===== src/rtl/midi_note_decoder.sv =====
// MIDI byte-stream parser: Note On / Note Off decode with running status.
// Real-time bytes are transparent; all other messages are skipped in frame.
module midi_note_decoder #(
    parameter logic [3:0] CHANNEL = 4'd0,
    parameter bit         OMNI    = 1'b0
) (
    input  logic       clk,
    input  logic       rst_n,
    input  logic       byte_rdy,
    input  logic [7:0] byte_data,
    output logic       note_on,
    output logic       note_off,
    output logic [6:0] note,
    output logic [6:0] velocity
);

    typedef enum logic [1:0] {
        IDLE,
        D1,
        D2
    } state_e;

    typedef enum logic [1:0] {
        NON,
        NOFF,
        SKIP1,
        SKIP2
    } msg_e;

    state_e     state_q, state_d;
    msg_e       msg_q, msg_d;
    logic [6:0] d1_q, d1_d;
    logic [6:0] note_q, note_d;
    logic [6:0] vel_q, vel_d;
    logic       on_q, on_d;
    logic       off_q, off_d;

    logic       is_rt;
    logic       is_sys;
    logic       is_voice;
    logic       is_data;
    logic       ch_ok;
    msg_e       msg_sel;

    // Classify the incoming byte and its channel match.
    always_comb begin
        is_rt    = 1'b0;
        is_sys   = 1'b0;
        is_voice = 1'b0;
        is_data  = 1'b0;
        if (!byte_data[7]) begin
            is_data = 1'b1;
        end else if (byte_data[7:4] != 4'hF) begin
            is_voice = 1'b1;
        end else if (byte_data[3]) begin
            is_rt = 1'b1;
        end else begin
            is_sys = 1'b1;
        end
        ch_ok = OMNI || (byte_data[3:0] == CHANNEL);
    end

    // Message type selected by a channel-voice status byte.
    always_comb begin
        msg_sel = SKIP2;
        case (byte_data[7:4])
            4'h8:    msg_sel = ch_ok ? NOFF : SKIP2;
            4'h9:    msg_sel = ch_ok ? NON : SKIP2;
            4'hC:    msg_sel = SKIP1;
            4'hD:    msg_sel = SKIP1;
            default: msg_sel = SKIP2;
        endcase
    end

    // Next-state, data latch and event generation.
    always_comb begin
        state_d = state_q;
        msg_d   = msg_q;
        d1_d    = d1_q;
        note_d  = note_q;
        vel_d   = vel_q;
        on_d    = 1'b0;
        off_d   = 1'b0;
        if (byte_rdy) begin
            if (is_rt) begin
                // transparent: nothing changes
                state_d = state_q;
            end else if (is_sys) begin
                state_d = IDLE;
            end else if (is_voice) begin
                msg_d   = msg_sel;
                state_d = D1;
            end else if (is_data) begin
                case (state_q)
                    IDLE: begin
                        state_d = IDLE;
                    end
                    D1: begin
                        d1_d    = byte_data[6:0];
                        state_d = (msg_q == SKIP1) ? D1 : D2;
                    end
                    D2: begin
                        state_d = D1;
                        if (msg_q == NON || msg_q == NOFF) begin
                            note_d = d1_q;
                            vel_d  = byte_data[6:0];
                        end
                        if (msg_q == NON) begin
                            on_d  = (byte_data[6:0] != 7'd0);
                            off_d = (byte_data[6:0] == 7'd0);
                        end
                        if (msg_q == NOFF) begin
                            off_d = 1'b1;
                        end
                    end
                    default: begin
                        state_d = IDLE;
                    end
                endcase
            end
        end
    end

    // State and output registers.
    always_ff @(posedge clk or negedge rst_n) begin
        if (!rst_n) begin
            state_q <= IDLE;
            msg_q   <= SKIP2;
            d1_q    <= 7'd0;
            note_q  <= 7'd0;
            vel_q   <= 7'd0;
            on_q    <= 1'b0;
            off_q   <= 1'b0;
        end else begin
            state_q <= state_d;
            msg_q   <= msg_d;
            d1_q    <= d1_d;
            note_q  <= note_d;
            vel_q   <= vel_d;
            on_q    <= on_d;
            off_q   <= off_d;
        end
    end

    assign note_on  = on_q;
    assign note_off = off_q;
    assign note     = note_q;
    assign velocity = vel_q;

endmodule


===== config.mk =====
export PLATFORM = sky130hd
export DESIGN_NAME = midi_note_decoder
export DESIGN_NICKNAME = d
export VERILOG_FILES = /design/src/rtl/midi_note_decoder.sv
export SDC_FILE = /design/constraint.sdc
export NUM_CORES = 1
export LEC_CHECK = 0
export ABC_AREA = 1
export CORE_ASPECT_RATIO = 1.2
export CORE_MARGIN = 5
export CORE_UTILIZATION = 52
export DETAILED_ROUTE_END_ITERATION = 16
export GPL_TIMING_DRIVEN = 0
export PLACE_DENSITY = 0.84
export REMOVE_ABC_BUFFERS = 1
export SETUP_SLACK_MARGIN = 0.2
export SYNTH_ARGS = -nofsm -noshare
export SYNTH_HDL_FRONTEND = slang
export SYNTH_SLANG_ARGS = --single-unit

===== constraint.sdc =====
create_clock -name clk -period 1.94 [get_ports clk]
set_input_delay 0.388 -clock clk [delete_from_list [all_inputs] [get_ports clk]]
set_output_delay 0.388 -clock clk [all_outputs]
set_load 0.05 [all_outputs]

# Word-level counts from Yosys, hierarchy flattened
# Index checks and enable logic that the tools add are counted.
# classes
n_bitwise	4
eq_ne	10
n_reduce_logical	10
n_mux	31
# ops
op	count
1-bit two-way mux	23
4-bit equality test, second input constant	4
2-bit two-way mux	6
7-bit zero test	1
7-bit AND reduction	1
7-bit nonzero test	1
2-bit one-hot mux with 3 select lines	1
6-bit AND reduction	1
2-bit by 1-bit equality test with 1-bit output, second input constant	2
2-bit equality test, second input constant	2
4-bit zero test	1
4-bit inequality test, second input constant	1
1-bit inverter	4
2-bit one-hot mux with 2 select lines	1
4-bit AND reduction	1
3-bit by 1-bit inequality test with 1-bit output, second input constant	1
3-bit AND reduction	1
2-bit zero test	1
2-bit OR reduction	1
1-bit logical OR	1
# totals
regBits	27
output_inout_bits	16

# Depth between registers and ports, before layout
# depth
depth_word	9
mapped_depth	7
depth_no_buf	7

# Worst setup path after synthesis
# OpenSTA, ideal clock, no wires.
# synth_path
kind	reg2reg
startpoint	register state_q[0]
endpoint	register vel_q[6], in the netlist velocity[6]
arrival_time_ns	0.960
setup_ns	0.124
path_stages_with_launch	7
required_time_ns	1.816
path_slack_ns	0.856
cell_sequence	dfrtp_1 -> inv_1 -> ha_1 -> nand3_2 -> buf_4 -> nand2_1 -> o21ai_1
# synth_between
elab_chain_cells	2
# synth_lines
item	line	text
start: declaration	30	state_e state_q, state_d;
start signal: assignment	135	state_q <= state_d;
2-bit equality test	94	case (state_q)
7-bit AND reduction (no source line)	n/a	
end signal: assignment	139	vel_q <= vel_d;
end: declaration	34	logic [6:0] vel_q, vel_d;
# No other way between the ends.
# A chain may end at the register's enable or synchronous reset.

# Final worst setup path
# layout_path
startpoint	register vel_q[6], in the netlist velocity[6]
endpoint	output velocity[6]
# layout_lines
item	line	text
end: declaration	14	output logic [6:0] velocity
# No word-level cell between the ends.

==> metrics.txt <==
core area=2260 µm²; syn avg cell area=between 8 and 9 µm²; max incr delay on CP=0.54 ns; row count=19; Leakage Power=approximately 0.80 nW; hold path depth=2; die width=around 54 µm; DRC Markers=0; Cell Int Power=between 0.7 and 0.8 mW; Setup violations, final=0; Reg power frac=61.0%; Root Driver=clkbuf_4; H-tree levels=1; maximum clock rate=611 MHz; largest net degree at the start of global routing=31; P_sw=around 0.3 mW; 1st-iter DRT viols=22; CP max-delay cell=dlygate4sd2_1; Placed Cells=196; crit path cell chain=dlygate4sd2_1; Worst Clk Skew=approximately 0.01 ns; hold path start=note[3]; Ports=27; worst setup margin=0.303 ns; worst rel slew slack=approximately 23%; status=completed; clock sinks=27; DP Worst Slack=-0.0501 ns; crit share post-route=84.4%; endpoints failing hold=0; post-route ant nets=0; setup tns final=0 ns; crit path kind=reg -> out; capture point of the worst reg-to-reg path=velocity[4]; fin nets=183; FF+latch count, synth=27; DIE HEIGHT=62.9 µm; CP max FO=2; Ys Warns=0; PwrDens=715 nW/µm²; Gate power share=between 10% and 20%; R2R setup slack=between 0.6 and 0.7 ns; Cell Area, Synth=1210 µm²; crit start category=flop; first-pass GRT wire length=4.14 mm; fin crit period=1.64 ns; vias per cell=4.81; number of global-route vias before repair=1031; GRT Resource Usage Total=approximately 16%; hold path endpoint=note[3]; worst slew pin tran=around 1.2 ns; vias after detailed routing=961; Port Buffers=26; RSZ-0062 raised after global routing=false; clk slew on worst S/H paths=0.14 ns; Cells after Synth=between 100 and 150; HPWL Detailed=1.75 mm; VDD IR max=0.388 mV; worst reg-to-reg path cell count=5; DR pass1 iterations=4; FF-to-FF Start=state_q[0]; Antenna diodes=0; placer congestion estimate=0.828; Worst EP arrival=1.25 ns; CTS Buf Count=3; TritonCTS clock tree=done; design area=1490 µm²; Cell Count, Final, Fillers Out=200; worst-skew pair later-pin latency=0.32 ns; max cap viols=0; sw frac=28.0%; share of total power in the clock network=22.1%; Critical Path RT=approximately 1.6 ns; count of different cell masters after synthesis=17; Area Growth Syn to Fin=23.1%; overflow left after global routing=0; share of layout cells above drive strength 1=7.69%; family with the most delay on the worst path=buffers and inverters; Worst Hold Class=reg -> reg; placed cell area=1480 µm²; sequential fraction of the synthesis area=55.9%; final WL=~2.3 mm; Initial Utilization=~54%; Fillers=201; deepest clock path buffer count=2; endpoint class of the critical path=output port; die area=between 3000 and 4000 µm²; max-slew violations=0; CP bufs+invs=1; WL/cell=11.4 µm; WHS=0.499 ns; antenna violations before repair=0
-- worst register-to-register path, delay by kind of cell, from the launching register on --
| kind | cells | cell delay, ns |
|---|---|---|
| and+or+nand+nor | 2 | 0.42 |
| DFF | 1 | 0.43 |
| AOI/OAI and AO/OA | 1 | 0.08 |
| adders and majority gates | 1 | 0.21 |
| buffers and inverters | 1 | 0.07 |
-- cells by family after synthesis --
logic type	after synthesis	synth area share [%]
and+or+nand+nor	67	23.3
buffers and inverters	25	9.29
adders and majority gates	2	2.06
AOI/OAI and AO/OA	22	9.39
DFF	27	55.9
-- cells in the final DEF (no fill, tap or decap), drive strengths merged --
cell           Yosys  routed
nand4              1       1
nand3              6       6
nor3               1       1
clkdlybuf4s50      0      10
nand2             42      42
nor2              17      17
o21ai             22      22
inv               21      21
ha                 2       2
clkinv             0       1
dlygate4sd2        0      16
dfstp              2       2
clkbuf             0       3
dfrtp             25      25
-- cell type report --
| class | instances | area, µm² | area share (%) |
|---|---|---|---|
| Tap cell | 31 | 38.8 | 2.60 |
| Multi-Input combinational cell | 91 | 429 | 28.8 |
| Sequential cell | 27 | 678 | 45.4 |
| Clock buffer | 3 | 22.5 | 1.51 |
| Inverter | 21 | 78.8 | 5.28 |
| Timing Repair Buffer | 26 | 240 | 16.1 |
| Clock inverter | 1 | 5.00 | 0.335 |
-- power groups by stage --
stage,sequential (mW),clock [mW],combinational [mW]
final,0.651,0.236,0.180
after floorplan,0.671,0,0.102
after detailed placement,0.663,0,0.184
after global routing,0.662,0.263,0.209
after global placement,0.660,0,0.175
after CTS,0.652,0.239,0.181
-- synth_stat cells --
cell type / instances / area share, %
nand2_1: 41 / 13
dfrtp_1: 25 / 52
o21ai_1: 21 / 8.7
inv_1: 19 / 5.9
nor2_1: 16 / 5.0
nand3_1: 5 / 2.1
buf_4: 3 / 1.9
dfstp_2: 2 / 4.3
ha_1: 2 / 2.1
inv_2: 2 / 0.62
buf_6: 1 / 0.93
nand2_2: 1 / 0.52
nand3_2: 1 / 0.83
nand4_1: 1 / 0.52
nor2_4: 1 / 0.93
nor3_2: 1 / 0.83
o21ai_2: 1 / 0.72
-- timing repair --
| item | in CTS | in global routing |
|---|---|---|
| setup endpoints to repair | 16 | 15 |
| resized for setup | 16 | 1 |
| setup buffers | 0 | 0 |
| hold buffers | 0 | 0 |
-- sequential cells by signal, indices dropped and copies added (netlist names) --
signal	flops
d1_q	7
note	7
velocity	7
msg_q	2
state_q	2
note_off	1
note_on	1
-- worst max path at each step --
stage	startpoint	to	slack, ns	cells past startpoint
final	velocity[6]	velocity[6]	0.30	1
after global routing	velocity[6]	velocity[6]	0.25	1
after CTS	byte_data[7]	velocity[4]	0.29	4
after detailed placement	byte_data[7]	velocity[4]	-0.05	5
after global placement	byte_data[7]	velocity[5]	-0.008	5
after floorplan	state_q[0]	note[0]	0.67	5
-- per-stage QoR --
stage	util [%]	power [mW]
after floorplan	-	0.774
after global placement	65.4	0.835
after detailed placement	65.4	0.846
after CTS	65.8	1.07
after global routing	66.1	1.13
final	66.1	1.07
-- layer usage --
layer	vias to the layer above	global-route usage, %	wire (µm)
met3	2	2.15	94
met5	-	0	0
met4	0	3.74	12
li1	494	-	-
met2	25	28.0	1190
met1	440	18.9	986
Power figures use the tool's default switching activity.
